## config.mk

```make
export PLATFORM = sky130hd
export DESIGN_NAME = chip_test_ctrl_flat
export DESIGN_NICKNAME = d
export VERILOG_FILES = /design/src/rtl/chip_test_ctrl_if.sv /design/src/rtl/chip_test_ctrl.sv /design/src/flat_wrapper.sv
export SDC_FILE = /design/constraint.sdc
export NUM_CORES = 1
export LEC_CHECK = 0
export BUFFER_PORTS_ARGS = -buffer_cell sky130_fd_sc_hd__buf_2
export CAP_MARGIN = 0
export CORE_ASPECT_RATIO = 0.6
export CORE_MARGIN = 8
export CORE_UTILIZATION = 55
export DETAILED_ROUTE_END_ITERATION = 8
export PLACE_DENSITY = 0.82
export SLEW_MARGIN = 15
export SYNTH_ARGS = -nofsm -noshare
export SYNTH_HDL_FRONTEND = slang
export SYNTH_SLANG_ARGS = --single-unit
export TNS_END_PERCENT = 100
```

## constraint.sdc

```tcl
create_clock -name Clk -period 5.1 [get_ports Clk]
set_input_delay 1.02 -clock Clk [delete_from_list [all_inputs] [get_ports Clk]]
set_output_delay 1.02 -clock Clk [all_outputs]
set_load 0.02 [all_outputs]
```

## src/rtl/chip_test_ctrl_if.sv

```systemverilog
// Signal bundle between the run-handshake controller, the start button and the chip checker.
// The master side is the controller; the slave side is the checker/button/display environment.
interface chip_test_ctrl_if #(
    parameter int unsigned CNT_W = 8
);
    logic             Start_btn;
    logic             Clear_cnt;
    logic             Run;
    logic             Done;
    logic             RSLT;
    logic             Busy;
    logic             Result_valid;
    logic             Pass;
    logic             Fail;
    logic             Timeout;
    logic [CNT_W-1:0] Pass_count;
    logic [CNT_W-1:0] Fail_count;

    modport master (
        input  Start_btn, Clear_cnt, Done, RSLT,
        output Run, Busy, Result_valid, Pass, Fail, Timeout, Pass_count, Fail_count
    );

    modport slave (
        output Start_btn, Clear_cnt, Done, RSLT,
        input  Run, Busy, Result_valid, Pass, Fail, Timeout, Pass_count, Fail_count
    );
endinterface

```

## src/rtl/chip_test_ctrl.sv

```systemverilog
// Run-handshake controller for a chip checker: synchronised start, Run/Done handshake with
// watchdog, sticky verdict flags and saturating pass/fail tallies.
module chip_test_ctrl #(
    parameter int unsigned TIMEOUT_CYCLES = 1000000,
    parameter int unsigned CNT_W          = 8,
    parameter int unsigned SYNC_STAGES    = 2
) (
    input logic              Clk,
    input logic              Reset,
    chip_test_ctrl_if.master bus
);
    localparam int unsigned      WD_W    = $clog2(TIMEOUT_CYCLES);
    localparam logic [WD_W-1:0]  WD_LAST = WD_W'(TIMEOUT_CYCLES - 1);
    localparam logic [CNT_W-1:0] CNT_MAX = '1;

    typedef enum logic [1:0] {StIdle, StRun, StWaitLow} state_e;

    state_e                 state_q, state_d;
    logic [SYNC_STAGES-1:0] sync_q;
    logic                   btn_prev_q;
    logic                   start_evt;
    logic [WD_W-1:0]        wd_q, wd_d;
    logic                   run_q, run_d;
    logic                   pass_q, pass_d;
    logic                   fail_q, fail_d;
    logic                   tmo_q, tmo_d;
    logic                   pass_inc, fail_inc;
    logic [CNT_W-1:0]       pass_cnt_q, pass_cnt_d;
    logic [CNT_W-1:0]       fail_cnt_q, fail_cnt_d;

    always_ff @(posedge Clk) begin
        if (Reset) begin
            sync_q     <= '0;
            btn_prev_q <= 1'b0;
        end else begin
            sync_q     <= {sync_q[SYNC_STAGES-2:0], bus.Start_btn};
            btn_prev_q <= sync_q[SYNC_STAGES-1];
        end
    end

    // One event per press, however long the button is held.
    assign start_evt = sync_q[SYNC_STAGES-1] & ~btn_prev_q;

    always_comb begin
        state_d  = state_q;
        wd_d     = wd_q;
        run_d    = run_q;
        pass_d   = pass_q;
        fail_d   = fail_q;
        tmo_d    = tmo_q;
        pass_inc = 1'b0;
        fail_inc = 1'b0;
        case (state_q)
            StIdle: begin
                if (start_evt) begin
                    state_d = StRun;
                    run_d   = 1'b1;
                    pass_d  = 1'b0;
                    fail_d  = 1'b0;
                    tmo_d   = 1'b0;
                    wd_d    = '0;
                end
            end
            StRun: begin
                // Done wins over a watchdog expiry in the same cycle.
                if (bus.Done) begin
                    pass_d   = bus.RSLT;
                    fail_d   = ~bus.RSLT;
                    pass_inc = bus.RSLT;
                    fail_inc = ~bus.RSLT;
                    run_d    = 1'b0;
                    state_d  = StWaitLow;
                end else if (wd_q == WD_LAST) begin
                    tmo_d    = 1'b1;
                    fail_inc = 1'b1;
                    run_d    = 1'b0;
                    state_d  = StWaitLow;
                end else begin
                    wd_d = wd_q + 1'b1;
                end
            end
            StWaitLow: begin
                if (!bus.Done) state_d = StIdle;
            end
            default: state_d = StIdle;
        endcase
    end

    always_comb begin
        pass_cnt_d = pass_cnt_q;
        fail_cnt_d = fail_cnt_q;
        if (bus.Clear_cnt) begin
            pass_cnt_d = '0;
            fail_cnt_d = '0;
        end else begin
            if (pass_inc && pass_cnt_q != CNT_MAX) pass_cnt_d = pass_cnt_q + 1'b1;
            if (fail_inc && fail_cnt_q != CNT_MAX) fail_cnt_d = fail_cnt_q + 1'b1;
        end
    end

    always_ff @(posedge Clk) begin
        if (Reset) begin
            state_q    <= StIdle;
            wd_q       <= '0;
            run_q      <= 1'b0;
            pass_q     <= 1'b0;
            fail_q     <= 1'b0;
            tmo_q      <= 1'b0;
            pass_cnt_q <= '0;
            fail_cnt_q <= '0;
        end else begin
            state_q    <= state_d;
            wd_q       <= wd_d;
            run_q      <= run_d;
            pass_q     <= pass_d;
            fail_q     <= fail_d;
            tmo_q      <= tmo_d;
            pass_cnt_q <= pass_cnt_d;
            fail_cnt_q <= fail_cnt_d;
        end
    end

    assign bus.Run          = run_q;
    assign bus.Busy         = (state_q != StIdle);
    assign bus.Result_valid = pass_q | fail_q | tmo_q;
    assign bus.Pass         = pass_q;
    assign bus.Fail         = fail_q;
    assign bus.Timeout      = tmo_q;
    assign bus.Pass_count   = pass_cnt_q;
    assign bus.Fail_count   = fail_cnt_q;
endmodule

```

## src/flat_wrapper.sv

```systemverilog
// flat-port wrapper written by rule: the top's interface ports become plain ports
module chip_test_ctrl_flat 
#(
    parameter int unsigned TIMEOUT_CYCLES = 1000000,
    parameter int unsigned CNT_W          = 8,
    parameter int unsigned SYNC_STAGES    = 2
)
  (Clk, Reset, bus_Start_btn, bus_Clear_cnt, bus_Done, bus_RSLT, bus_Run, bus_Busy, bus_Result_valid, bus_Pass, bus_Fail, bus_Timeout, bus_Pass_count, bus_Fail_count);
  chip_test_ctrl_if #(.CNT_W(CNT_W)) bus_i ();
  input logic Clk;
  input logic Reset;
  input wire logic [$bits(bus_i.Start_btn)-1:0] bus_Start_btn;
  input wire logic [$bits(bus_i.Clear_cnt)-1:0] bus_Clear_cnt;
  input wire logic [$bits(bus_i.Done)-1:0] bus_Done;
  input wire logic [$bits(bus_i.RSLT)-1:0] bus_RSLT;
  output wire logic [$bits(bus_i.Run)-1:0] bus_Run;
  output wire logic [$bits(bus_i.Busy)-1:0] bus_Busy;
  output wire logic [$bits(bus_i.Result_valid)-1:0] bus_Result_valid;
  output wire logic [$bits(bus_i.Pass)-1:0] bus_Pass;
  output wire logic [$bits(bus_i.Fail)-1:0] bus_Fail;
  output wire logic [$bits(bus_i.Timeout)-1:0] bus_Timeout;
  output wire logic [$bits(bus_i.Pass_count)-1:0] bus_Pass_count;
  output wire logic [$bits(bus_i.Fail_count)-1:0] bus_Fail_count;
  assign bus_i.Start_btn = bus_Start_btn;
  assign bus_i.Clear_cnt = bus_Clear_cnt;
  assign bus_i.Done = bus_Done;
  assign bus_i.RSLT = bus_RSLT;
  assign bus_Run = bus_i.Run;
  assign bus_Busy = bus_i.Busy;
  assign bus_Result_valid = bus_i.Result_valid;
  assign bus_Pass = bus_i.Pass;
  assign bus_Fail = bus_i.Fail;
  assign bus_Timeout = bus_i.Timeout;
  assign bus_Pass_count = bus_i.Pass_count;
  assign bus_Fail_count = bus_i.Fail_count;
  chip_test_ctrl #(.TIMEOUT_CYCLES(TIMEOUT_CYCLES), .CNT_W(CNT_W), .SYNC_STAGES(SYNC_STAGES)) u_core (.Clk(Clk), .Reset(Reset), .bus(bus_i));
endmodule
```

Word level (Yosys, flattened, before mapping)
Cells that the tools add are included.

storage, ports and cells
  bits in registers = 45
  bits of input ports = 6
  output and inout port bits = 22
  word-level logic and storage cells = 67

cells by class
  add/sub/neg operators = 3
  eq/ne operators = 12
  muxes and demuxes = 26
  bitwise operators = 5
  reductions and logical operators = 11

operator list
  cell                   count
  $mux 20                3
  $pmux 20 s2            1
  $add 20x1->20 const B  1
  $eq 20x20->1 const B   1
  $add 8x1->8 const B    2
  $ne 8x8->1 const B     2
  $mux 1                 13
  $reduce_and 3->1       3
  $mux 2                 4
  $ne 2x2->1 const B     4
  $pmux 1 s2             4
  $reduce_and 4->1       2
  $pmux 2 s3             1
  $ne 2x1->1 const B     2
  $reduce_bool 2->1      2
  $ne 3x2->1 const B     1
  $eq 2x1->1 const B     1
  $eq 2x2->1 const B     1
  $logic_and 1x1->1      2
  $logic_not 2->1        1
  $not 1->1              2
  $or 1x1->1             2
  $reduce_or 2->1        1
  $and 1x1->1            1

Depth between registers and ports, before layout
Gate-level depths: netlist of the first run.

  depth in word-level cells = 5
  mapped depth = 7
  gate-level depth less buffers = 6

Worst setup path before layout of the first run
Ideal clock, no wire load.

  path kind = flip-flop to flip-flop
  start point = reg u_core.wd_q[8]
  end point = reg u_core.fail_cnt_q[3] (netlist: u_core.bus.Fail_count[3])
  setup time = 0.071 ns
  arrival = 2.456 ns
  required time = 5.029 ns
  slack = 2.574 ns
  stages on the path, launching flop included = 7
  path buffers = 1
  clock period less this slack = 2.526 ns
  cell sequence = dfxtp_1 -> buf_6 -> or4b_1 -> or4_4 -> o32a_1 -> or4_1 -> a21oi_1

between the ends
  longest elaborated chain between the ends = 5

RTL lines
  what                      line                   text
  start: declaration        chip_test_ctrl.sv:22   logic [WD_W-1:0] wd_q, wd_d;
  start signal: assignment  chip_test_ctrl.sv:113  wd_q <= wd_d;
  $eq 20x20->1              chip_test_ctrl.sv:73   end else if (wd_q == WD_LAST) begin
  $mux 1                    chip_test_ctrl.sv:73
  $mux 1                    chip_test_ctrl.sv:66   if (bus.Done) begin
  $mux 1                    chip_test_ctrl.sv:53   case (state_q)
  $logic_and 1x1->1         chip_test_ctrl.sv:97   if (fail_inc && fail_cnt_q != CNT_MAX) fail_cnt_d = fail_cnt_q + 1'b1;
  end signal: assignment    chip_test_ctrl.sv:119  fail_cnt_q <= fail_cnt_d;
  end: declaration          chip_test_ctrl.sv:29   logic [CNT_W-1:0] fail_cnt_q, fail_cnt_d;

No other way between the ends.
A chain may end at the register's enable or synchronous reset.

Final worst setup path of the first run
  start point = reg u_core.state_q[0]
  end point = reg u_core.fail_cnt_q[3] (netlist: u_core.bus.Fail_count[3])

between the ends
  longest elaborated chain between the ends = 3

RTL lines
  what                      line                   text
  start: declaration        chip_test_ctrl.sv:18   state_e state_q, state_d;
  start signal: assignment  chip_test_ctrl.sv:103  state_q <= StIdle;
  start signal: assignment  chip_test_ctrl.sv:112  state_q <= state_d;
  $eq 2x1->1                chip_test_ctrl.sv:53
  $mux 1                    chip_test_ctrl.sv:53
  $logic_and 1x1->1         chip_test_ctrl.sv:97

No other way between the ends.

==> summary.txt, run 1 <==
Power and ir drop
  • Leakage: between 0.8 and 0.9 nW
  • Max VDD drop: just under 0.0002 V
  • Power Density: 270 nW/um^2

Floorplanning
  • Die width: between 90 and 100 um
  • Initial core utilization: 0.587
  • IO Count: 28
  • Row cnt: 17
  • Die area: roughly 6400 um^2
  • Core area: about 3800 um^2
  • Die height: 65.1 um

STA
  • Worst-margin pin slew: about 1100 ps
  • Fin. max-slew vios: 0
  • Min cycle time layout: just under 3000 ps
  • Clk_skew: 8.95 ps
  • Rel. slew slack: 0.238
  • Total negative setup slack: 0 ps
  • Hold Fails Final Rpt: 0
  • Min Hold Slack: roughly 450 ps
  • Fmax achieved: 0.341 GHz
  • Final setup fails: 0
  • RSZ-0062 raised after global routing: false
  • Period utilization: 0.574

Route
  • Drt initial violations: about 160
  • Final wirelength: 5260 um
  • Routed vias: around 2100
  • Drt drc: 0
  • Detail Route Antenna Nets: 0
  • Pre-antenna DRT Iters: 4
  • Via/cell ratio: approximately 6.3
  • Wire per inst: between 15 and 20 um

Setup path
  • Crit Path Category: reg2reg
  • CP max FO: 18
  • Startpoint Class: flip-flop
  • Critical Path AT: around 3200 ps
  • Worst path depth: 5
  • CP Launch Point: u_core.state_q[0]
  • Crit path capture: u_core.bus.Fail_count[3]
  • Buf/Inv on CP: 0
  • Top Family by Delay on Critical Path: simple AND/OR/NAND/NOR gates
  • CP required: about 5300 ps
  • Crit path capture type: flip-flop
  • R2r startpoint: u_core.state_q[0]
  • Crit-path cells: nor2b_1, nand2_1, o32a_1, or4_1, a21oi_1
  • Worst R2R Path Depth: 5
  • CP max stage cell: nor2b_1
  • Max incr delay on CP: roughly 900 ps
  • Critical R2R Capture: u_core.bus.Fail_count[3]
  • R2R Setup Slk: ~2200 ps

Run
  • Max Cap Viol: 0

Clock network
  • Clock root buffer master: clkbuf_8
  • Post-CTS Hold Buffers: 0
  • H-tree Lvls: 2
  • Clk sinks: 45
  • CTS buffer count: 5
  • Worst skew pair latency: around 300 ps
  • Post_cts resized: 0
  • Clock Path Buffers: 2
  • Setup Buffers After CTS: 0
  • CTS tree: yes
  • CTS clk-pin slew, worst paths: 90 ps

Yosys
  • Post-synth net total: approximately 270
  • Sequential share of the synthesized area: 0.408
  • Yosys reg bits: 45
  • Count leader, synth: dfxtp_1
  • Top FF cell, synth: dfxtp_1
  • Most frequent cells after synthesis: 45 x dfxtp_1, 30 x nand2_1, 19 x a21oi_1
  • Yosys top cell by area: dfxtp_1
  • Share of the synthesized area in the top cell type: 0.408
  • Post-synth EDFFs: 0
  • Cells after Synth: 265
  • Post-Syn Area per Cell: approximately 8.3 um^2
  • YS warnings: 0
  • Largest cells by area after synthesis: dfxtp_1 41%, nand2_1 5.1%, a21oi_1 4.3%, nand4_1 3.7%, a311oi_1 3.2%
  • Synth unique cells: between 50 and 60
  • Cell Area, Synth: approximately 2200 um^2
  • Asr flop ratio synth: 0

Global routing
  • Largest net degree at the start of global routing: 30
  • Initial antenna violation count: 0
  • Vias in the first global route: roughly 1900
  • First-pass GRT wire length: 8840 um
  • Gr ovfl total: 0
  • Overall Global Routing Usage: 0.168

Layout
  • Share of layout cells above drive strength 1: 0.150
  • Fillers: roughly 320
  • Ant diodes: 0
  • Synthesis-to-layout area growth: 11.8%
  • # nets final: about 300

Placement
  • PortBufs: 27
  • Final HPWL from detailed placement: approximately 3800 um
  • RD Place Congestion: between 0.8 and 0.9

Run status
  • Status: finished, final reports clean

Min path
  • Hold Path Class: reg2reg
[layer usage]
layer  part of all wire  GRT usage
met1               0.50      0.236
met4              0.012     0.0597
met3              0.092     0.0501
met2               0.40      0.236
met5                  0          0
[registers in the layout, indices dropped and copies added, names as in the netlist]
signal	count
u_core.state_q	2
u_core.bus.Run	1
u_core.sync_q	2
u_core.bus.Timeout	1
u_core.bus.Fail_count	8
u_core.bus.Pass_count	8
u_core.wd_q	20
u_core.bus.Pass	1
u_core.bus.Fail	1
u_core.btn_prev_q	1
[cells in the final DEF (no fill, tap or decap), drive strengths merged, types with 3 or more instances in the layout]
cell	n
nor2	18
buf	28
nor3	4
or3	7
inv	4
a21oi	19
a31oi	6
o21ai	13
a311oi	8
nor4	3
dfxtp	45
and3	7
and2	3
clkbuf	7
xor2	5
nand3	14
nor2b	5
ha	3
nand4	13
nand2	30
or4	5
[kinds of logic (layout without fill, tap and decap cells)]
family | after synthesis | in the layout | synth area share
XOR/XNOR | 6 | 6 | 0.0238
AO/OA/AOI/OAI | 65 | 65 | 0.195
buffers and inverters | 18 | 40 | 0.0351
AND/OR/NAND/NOR | 125 | 125 | 0.307
flip-flops | 45 | 45 | 0.408
adder cells (fa/ha/maj) | 3 | 3 | 0.0170
multiplexers | 3 | 3 | 0.0147
[area by class of cell]
| type | instances | area, um^2 | share of cell area |
|---|---|---|---|
| clock buffers | 7 | 86.3 | 0.0350 |
| clock inverters | 1 | 30.0 | 0.0122 |
| inverters | 4 | 15.0 | 0.00608 |
| multi-input cells | 202 | 1240 | 0.501 |
| flip-flops and latches | 45 | 901 | 0.365 |
| well taps | 47 | 58.8 | 0.0238 |
| repair buffers | 28 | 143 | 0.0578 |
[worst min-delay path by stage]
| stage | startpoint | endpoint | slack, ps | depth (start not counted) |
|---|---|---|---|---|
| final | u_core.sync_q[0] | u_core.sync_q[1] | 450 | 1 |
| after global routing | u_core.sync_q[0] | u_core.sync_q[1] | 470 | 1 |
| after CTS | u_core.sync_q[0] | u_core.sync_q[1] | 460 | 1 |
| after detailed placement | u_core.sync_q[0] | u_core.sync_q[1] | 440 | 1 |
| after floorplan | u_core.sync_q[0] | u_core.sync_q[1] | 410 | 1 |
| after global placement | u_core.sync_q[0] | u_core.sync_q[1] | 430 | 1 |
[where the power goes]
part	total (mW)	switching [mW]	internal (mW)	leakage, nW
Combinational	0.0304	0.0217	0.00871	0.449
Clock	0.281	0.121	0.160	0.0585
Sequential	0.355	0.00171	0.353	0.363
Total	0.667	0.145	0.522	0.871
[stage by stage]
stage          area [um^2]  power [mW]  setup slack [ps]  utilization  cells
3_3_place_gp          2350       0.393              2210        0.623    326
3_5_place_dp          2350       0.393              2030        0.623    326
4_1_cts               2460       0.668              2010        0.654    334
6_report              2470       0.667              2170        0.656    334
2_1_floorplan         2210       0.384              2570            -    265
5_1_grt               2470       0.690              1940        0.656    334
Note: power is estimated with default switching activity, not from simulation.
==> run 2, diff against run 1 <==
==> constraint.sdc (replaced) <==
create_clock -name Clk -period 2.7 [get_ports Clk]
set_input_delay 0.54 -clock Clk [delete_from_list [all_inputs] [get_ports Clk]]
set_output_delay 0.54 -clock Clk [all_outputs]
set_load 0.02 [all_outputs]
==> summary.txt, run 2 (same netlist as run 1, synthesis figures left out) <==
Setup path
  • R2r startpoint: u_core.wd_q[10] (was u_core.state_q[0])
  • Worst R2R Path Depth: 5 (unchanged)
  • Startpoint Class: flip-flop (unchanged)
  • Critical R2R Capture: u_core.bus.Fail_count[3] (unchanged)
  • Critical Path AT: 2820 ps (was 3170 ps)
  • CP max FO: 7 (was 18)
  • Crit Path Category: reg2reg (unchanged)
  • Crit path capture type: flip-flop (unchanged)
  • R2R Setup Slk: 120 ps (was 2170 ps)
  • CP required: 2950 ps (was 5340 ps)

Placement
  • Final HPWL from detailed placement: 4040 um (was 3780 um)
  • RD Place Congestion: 0.911 (was 0.865)
  • PortBufs: 27 (unchanged)
  • Post-DP Area: 2440 um^2 (was 2350 um^2)

Global routing
  • Vias in the first global route: 1929 (was 1851)
  • Largest net degree at the start of global routing: 29 (was 30)
  • Initial antenna violation count: 0 (unchanged)
  • Gr ovfl total: 0 (unchanged)
  • First-pass GRT wire length: 9610 um (was 8840 um)
  • Overall Global Routing Usage: 0.184 (was 0.168)

STA
  • Fin. max-slew vios: 0 (unchanged)
  • Rel. slew slack: 0.564 (was 0.238)
  • Final setup fails: 0 (unchanged)
  • RSZ-0062 raised after global routing: false (unchanged)
  • Clk_skew: 6.10 ps (was 8.95 ps)
  • Period utilization: 0.955 (was 0.574)
  • Min cycle time layout: 2580 ps (was 2930 ps)
  • Total negative setup slack: 0 ps (unchanged)
  • Hold Fails Final Rpt: 0 (unchanged)
  • Worst-margin pin slew: 651 ps (was 1140 ps)
  • Fmax achieved: 0.388 GHz (was 0.341 GHz)

Min path
  • Hold worst-path end: u_core.sync_q[1] (unchanged)
  • Hold Path Class: reg2reg (unchanged)
  • Hold depth: 1 (unchanged)
  • Hold_sp: u_core.sync_q[0] (unchanged)

Layout
  • Top reg by flops: u_core.wd_q (unchanged)
  • Share of layout cells above drive strength 1: 0.184 (was 0.150)
  • Flip-flop count of the largest register after layout: 20 (unchanged)
  • # nets final: 307 (was 295)
  • Synthesis-to-layout area growth: 15.8% (was 11.8%)
  • Ant diodes: 0 (unchanged)
  • Commonest non-fill, non-tap cell in the layout: dfxtp_1 (unchanged)
  • Design area: 2560 um^2 (was 2470 um^2)
  • Commonest cells after routing, fill and taps aside: 45 x dfxtp_1, 30 x nand2_1, 27 x buf_2 (unchanged)

Clock network
  • CTS clk-pin slew, worst paths: 90 ps (about the same)
  • Post-CTS Hold Buffers: 0 (unchanged)
  • Clk sinks: 45 (unchanged)
  • CTS buffer count: 5 (unchanged)
  • CTS tree: yes (unchanged)
  • H-tree Lvls: 2 (unchanged)
  • Clock root buffer master: clkbuf_8 (unchanged)
  • Clock Path Buffers: 2 (unchanged)
  • Worst skew pair latency: 310 ps (was 300 ps)

Power and ir drop
  • Leakage: 0.930 nW (was 0.871 nW)
  • Power Density: 498 nW/um^2 (was 270 nW/um^2)
  • Max VDD drop: 0.000390 V (was 0.000196 V)
  • Overall Power: 1.27 mW (was 0.667 mW)

Route
  • Pre-antenna DRT Iters: 5 (was 4)
  • Routed vias: 2166 (was 2106)
  • Drt initial violations: 190 (was 161)
  • Detail Route Antenna Nets: 0 (unchanged)
  • Final wirelength: 5650 um (was 5260 um)
  • Via/cell ratio: 6.26 (was 6.31)
  • Wire per inst: 16.3 um (was 15.7 um)
  • Drt drc: 0 (unchanged)

Run status
  • Status: finished, final reports clean (unchanged)

Floorplanning
  • Die height: 65.1 um (unchanged)
  • Die area: 6370 um^2 (unchanged)
  • Row cnt: 17 (unchanged)
  • Core area: 3760 um^2 (unchanged)
  • Die width: 97.8 um (unchanged)
  • IO Count: 28 (unchanged)
  • Initial core utilization: 0.587 (unchanged)

Run
  • Max Cap Viol: 0 (unchanged)
## run 2: report_power, final
part	internal (mW)	leakage, nW	switching (mW)
Clock	0.301	0.0574	0.240
Sequential	0.667	0.363	0.00354
Combinational	0.0199	0.509	0.0413
## run 2: routing by layer
metal	up-vias	wire length (um)	GRT usage
li1	1069	-	-
met1	993	2760	0.262
met2	96	2380	0.257
met3	8	454	0.0490
met4	0	64	0.0636
met5	-	0	0
## run 2: worst max path at each step
stage               startpoint                       end  slack, ps
3_5_place_dp   u_core.wd_q[10]  u_core.bus.Fail_count[3]        100
6_report       u_core.wd_q[10]  u_core.bus.Fail_count[3]        120
4_1_cts        u_core.wd_q[10]  u_core.bus.Fail_count[3]         80
3_3_place_gp   u_core.wd_q[10]  u_core.bus.Fail_count[3]        160
2_1_floorplan   u_core.wd_q[8]  u_core.bus.Fail_count[3]        170
5_1_grt        u_core.wd_q[10]  u_core.bus.Fail_count[4]         30
## run 2: cell type report
type / instances / area, um^2
clock buffers: 6 / 82.6
clock inverters: 2 / 37.5
fillers: 310 / 1210
inverters: 4 / 15.0
multi-input cells: 202 / 1230
flip-flops and latches: 45 / 901
well taps: 47 / 58.8
repair buffers: 40 / 233
## run 2: timing repair
item,4_1_cts,5_1_grt
resized for setup,0,0
buffers inserted,0,0
endpoints found under the setup margin,0,3
## run 2: per-stage QoR
step | hold slack (ps) | util | setup slack [ps] | instances
2_1_floorplan | 414 | - | 174 | 265
3_3_place_gp | 419 | 0.647 | 162 | 338
3_5_place_dp | 432 | 0.647 | 104 | 338
4_1_cts | 443 | 0.679 | 79.0 | 346
5_1_grt | 433 | 0.679 | 25.8 | 346
6_report | 448 | 0.679 | 122 | 346
## run 2: worst max-delay path, cell delays in order (launching register included)
cell and delay (ps):
dfxtp_1 350, or4b_1 550, or4_4 550, o32a_1 390
or4_1 530, a21oi_1 150
==> run 3, diff against run 2 <==
--- a/config.mk
+++ b/config.mk
@@ -5,6 +5,7 @@
 export SDC_FILE = /design/constraint.sdc
 export NUM_CORES = 1
 export LEC_CHECK = 0
+export ABC_AREA = 1
 export BUFFER_PORTS_ARGS = -buffer_cell sky130_fd_sc_hd__buf_2
 export CAP_MARGIN = 0
 export CORE_ASPECT_RATIO = 0.6
==> summary.txt, run 3 <==
Power and ir drop
  • Power Density: 425 nW/um^2 (was 498 nW/um^2)
  • Max VDD drop: 0.000402 V (was 0.000390 V)
  • Leakage: 1.22 nW (was 0.930 nW)

Setup path
  • Crit-path cells: ha_1, nand3_1, nor2_2, nand3_2, nand2_4, nand2_4, nand2_1, nand2_1, and2_1 (was or4b_1, or4_4, o32a_1, or4_1, a21oi_1)
  • Startpoint Class: flip-flop (unchanged)
  • CP max stage cell: dfxtp_1 (was or4b_1)
  • Top Family by Delay on Critical Path: simple AND/OR/NAND/NOR gates (unchanged)
  • CP max FO: 15 (was 7)
  • Max incr delay on CP: 410 ps (was 550 ps)
  • Buf/Inv on CP: 0 (unchanged)
  • R2r startpoint: u_core.wd_q[0] (was u_core.wd_q[10])
  • Crit Path Category: reg2reg (unchanged)
  • CP Launch Point: u_core.wd_q[0] (was u_core.wd_q[10])
  • Crit path capture type: flip-flop (unchanged)
  • CP required: 2900 ps (was 2950 ps)
  • Critical Path AT: 2020 ps (was 2820 ps)

Floorplanning
  • Row cnt: 19 (was 17)
  • Core area: 4490 um^2 (was 3760 um^2)
  • Die width: 103 um (was 97.8 um)
  • IO Count: 28 (unchanged)
  • Die height: 68.4 um (was 65.1 um)
  • Die area: 7080 um^2 (was 6370 um^2)
  • Initial core utilization: 0.561 (was 0.587)

Run
  • Max Cap Viol: 0 (unchanged)

Layout
  • Commonest non-fill, non-tap cell in the layout: nand2_1 (was dfxtp_1)
  • Synthesis-to-layout area growth: 10.5% (was 15.8%)
  • Top reg by flops: u_core.wd_q (unchanged)
  • Commonest cells after routing, fill and taps aside: 106 x nand2_1, 61 x nor2_1, 50 x inv_1 (was 45 x dfxtp_1, 30 x nand2_1, 27 x buf_2)
  • # nets final: 430 (was 307)
  • Flip-flop count of the largest register after layout: 20 (unchanged)
  • Ant diodes: 0 (unchanged)
  • Fillers: 402 (was 310)
  • Share of layout cells above drive strength 1: 0.135 (was 0.184)

Yosys
  • Largest cells by area after synthesis: dfxtp_1 36%, nand2_1 16%, nor2_1 9.1%, inv_1 7.4%, nand3_1 7.1% (was dfxtp_1 41%, nand2_1 5.1%, a21oi_1 4.3%, nand4_1 3.7%, a311oi_1 3.2%)
  • Post-synth EDFFs: 0 (unchanged)
  • Synth unique cells: 32 (was 53)
  • Cells after Synth: 394 (was 265)
  • Sequential share of the synthesized area: 0.357 (was 0.408)
  • Yosys top cell by area: dfxtp_1 (unchanged)
  • Share of the synthesized area in the top cell type: 0.357 (was 0.408)
  • Asr flop ratio synth: 0 (unchanged)
  • Post-synth net total: 403 (was 274)
  • Most frequent cells after synthesis: 106 x nand2_1, 61 x nor2_1, 50 x inv_1 (was 45 x dfxtp_1, 30 x nand2_1, 19 x a21oi_1)
  • Top FF cell, synth: dfxtp_1 (unchanged)
  • Cell Area, Synth: 2520 um^2 (was 2210 um^2)
  • Count leader, synth: nand2_1 (was dfxtp_1)
  • YS warnings: 0 (unchanged)
  • Yosys reg bits: 45 (unchanged)
  • Post-Syn Area per Cell: 6.40 um^2 (was 8.33 um^2)

Clock network
  • CTS buffer count: 5 (unchanged)
  • Clk sinks: 45 (unchanged)
  • Worst skew pair latency: 310 ps (about the same)
  • Post-CTS Hold Buffers: 0 (unchanged)
  • Setup Buffers After CTS: 0 (unchanged)
  • Clock root buffer master: clkbuf_8 (unchanged)
  • H-tree Lvls: 2 (unchanged)
  • CTS clk-pin slew, worst paths: 100 ps (was 90 ps)
  • CTS tree: yes (unchanged)
  • Post_cts resized: 0 (unchanged)
  • Clock Path Buffers: 2 (unchanged)

Placement
  • Worst slack at placement: 809 ps (was 104 ps)
  • RD Place Congestion: 0.854 (was 0.911)
  • Final HPWL from detailed placement: 4400 um (was 4040 um)
  • PortBufs: 27 (unchanged)

Min path
  • Hold_sp: u_core.sync_q[0] (unchanged)
  • Hold Path Class: reg2reg (unchanged)

STA
  • RSZ-0062 raised after global routing: false (unchanged)
  • Final WS setup: 880 ps (was 122 ps)
  • Final setup fails: 0 (unchanged)
  • Worst-margin pin slew: 806 ps (was 651 ps)
  • Clk_skew: 9.77 ps (was 6.10 ps)
  • Total negative setup slack: 0 ps (unchanged)
  • Rel. slew slack: 0.460 (was 0.564)
  • Period utilization: 0.674 (was 0.955)
  • Hold Fails Final Rpt: 0 (unchanged)
  • Min cycle time layout: 1820 ps (was 2580 ps)
  • Fmax achieved: 0.549 GHz (was 0.388 GHz)
  • Fin. max-slew vios: 0 (unchanged)

Route
  • Final wirelength: 5740 um (was 5650 um)
  • Via/cell ratio: 5.12 (was 6.26)
  • Detail Route Antenna Nets: 0 (unchanged)
  • Drt drc: 0 (unchanged)
  • Wire per inst: 11.8 um (was 16.3 um)
  • Drt initial violations: 231 (was 190)
  • Routed vias: 2481 (was 2166)
  • Pre-antenna DRT Iters: 5 (unchanged)

Global routing
  • Largest net degree at the start of global routing: 18 (was 29)
  • Gr ovfl total: 0 (unchanged)
  • First-pass GRT wire length: 9850 um (was 9610 um)
  • Overall Global Routing Usage: 0.175 (was 0.184)
  • Vias in the first global route: 2194 (was 1929)
  • Initial antenna violation count: 0 (unchanged)

Run status
  • Status: finished, final reports clean (unchanged)
==> run 3: cell families (layout without fill, tap and decap cells) <==
| kind of cell | count (synthesis) | count (layout) | synth area share |
|---|---|---|---|
| AOI/OAI and AO/OA | 41 | 41 | 0.0883 |
| xor gates and xnor gates | 9 | 9 | 0.0313 |
| adders and majority gates | 3 | 3 | 0.0149 |
| buffers and inverters | 66 | 94 | 0.105 |
| DFF | 45 | 45 | 0.357 |
| and+or+nand+nor | 230 | 230 | 0.403 |
==> run 3: final cells by class <==
class                   count  area, um^2  area share
multi-input cells         283        1360       0.487
clock buffers               5        68.8      0.0247
inverters                  59         221      0.0795
clock inverters             3        25.0     0.00898
flip-flops and latches     45         901       0.323
repair buffers             27         135      0.0485
well taps                  63        78.8      0.0283
==> run 3: report_power, final <==
group	total, mW	switching (mW)	internal, mW
Clock	0.443	0.256	0.187
Combinational	0.0706	0.0522	0.0184
Sequential	0.672	0.00363	0.668
Total	1.19	0.312	0.874
==> run 3: metal layers <==
layer,vias to the layer above,GRT usage,part of all wire
li1,1292,-,-
met1,1132,0.249,0.52
met2,50,0.252,0.42
met3,7,0.0396,0.051
met4,0,0.0590,0.0087
met5,-,0,0
==> run 3: worst register-to-register path, cell delays in order (launching register included) <==
cell	delay [ps]
dfxtp_1	410
ha_1	210
nand3_1	150
nor2_2	150
nand3_2	150
nand2_4	210
nand2_4	150
nand2_1	90
nand2_1	50
and2_1	140
==> run 3: final timing paths <==
kind	endpoint	slack (ps)	cells past startpoint
max	u_core.wd_q[4]	880	9
min	u_core.sync_q[1]	420	2
max reg2reg	u_core.wd_q[4]	880	9
min reg2reg	u_core.sync_q[1]	420	2
==> run 3: through the flow <==
stage | cells | util | area [um^2] | hold WS [ps] | total power, mW
2_1_floorplan | 394 | - | 2520 | 388 | 0.741
4_1_cts | 485 | 0.620 | 2790 | 424 | 1.19
3_5_place_dp | 477 | 0.599 | 2690 | 417 | 0.757
5_1_grt | 485 | 0.620 | 2790 | 418 | 1.22
6_report | 485 | 0.620 | 2790 | 420 | 1.19
3_3_place_gp | 477 | 0.599 | 2690 | 397 | 0.755
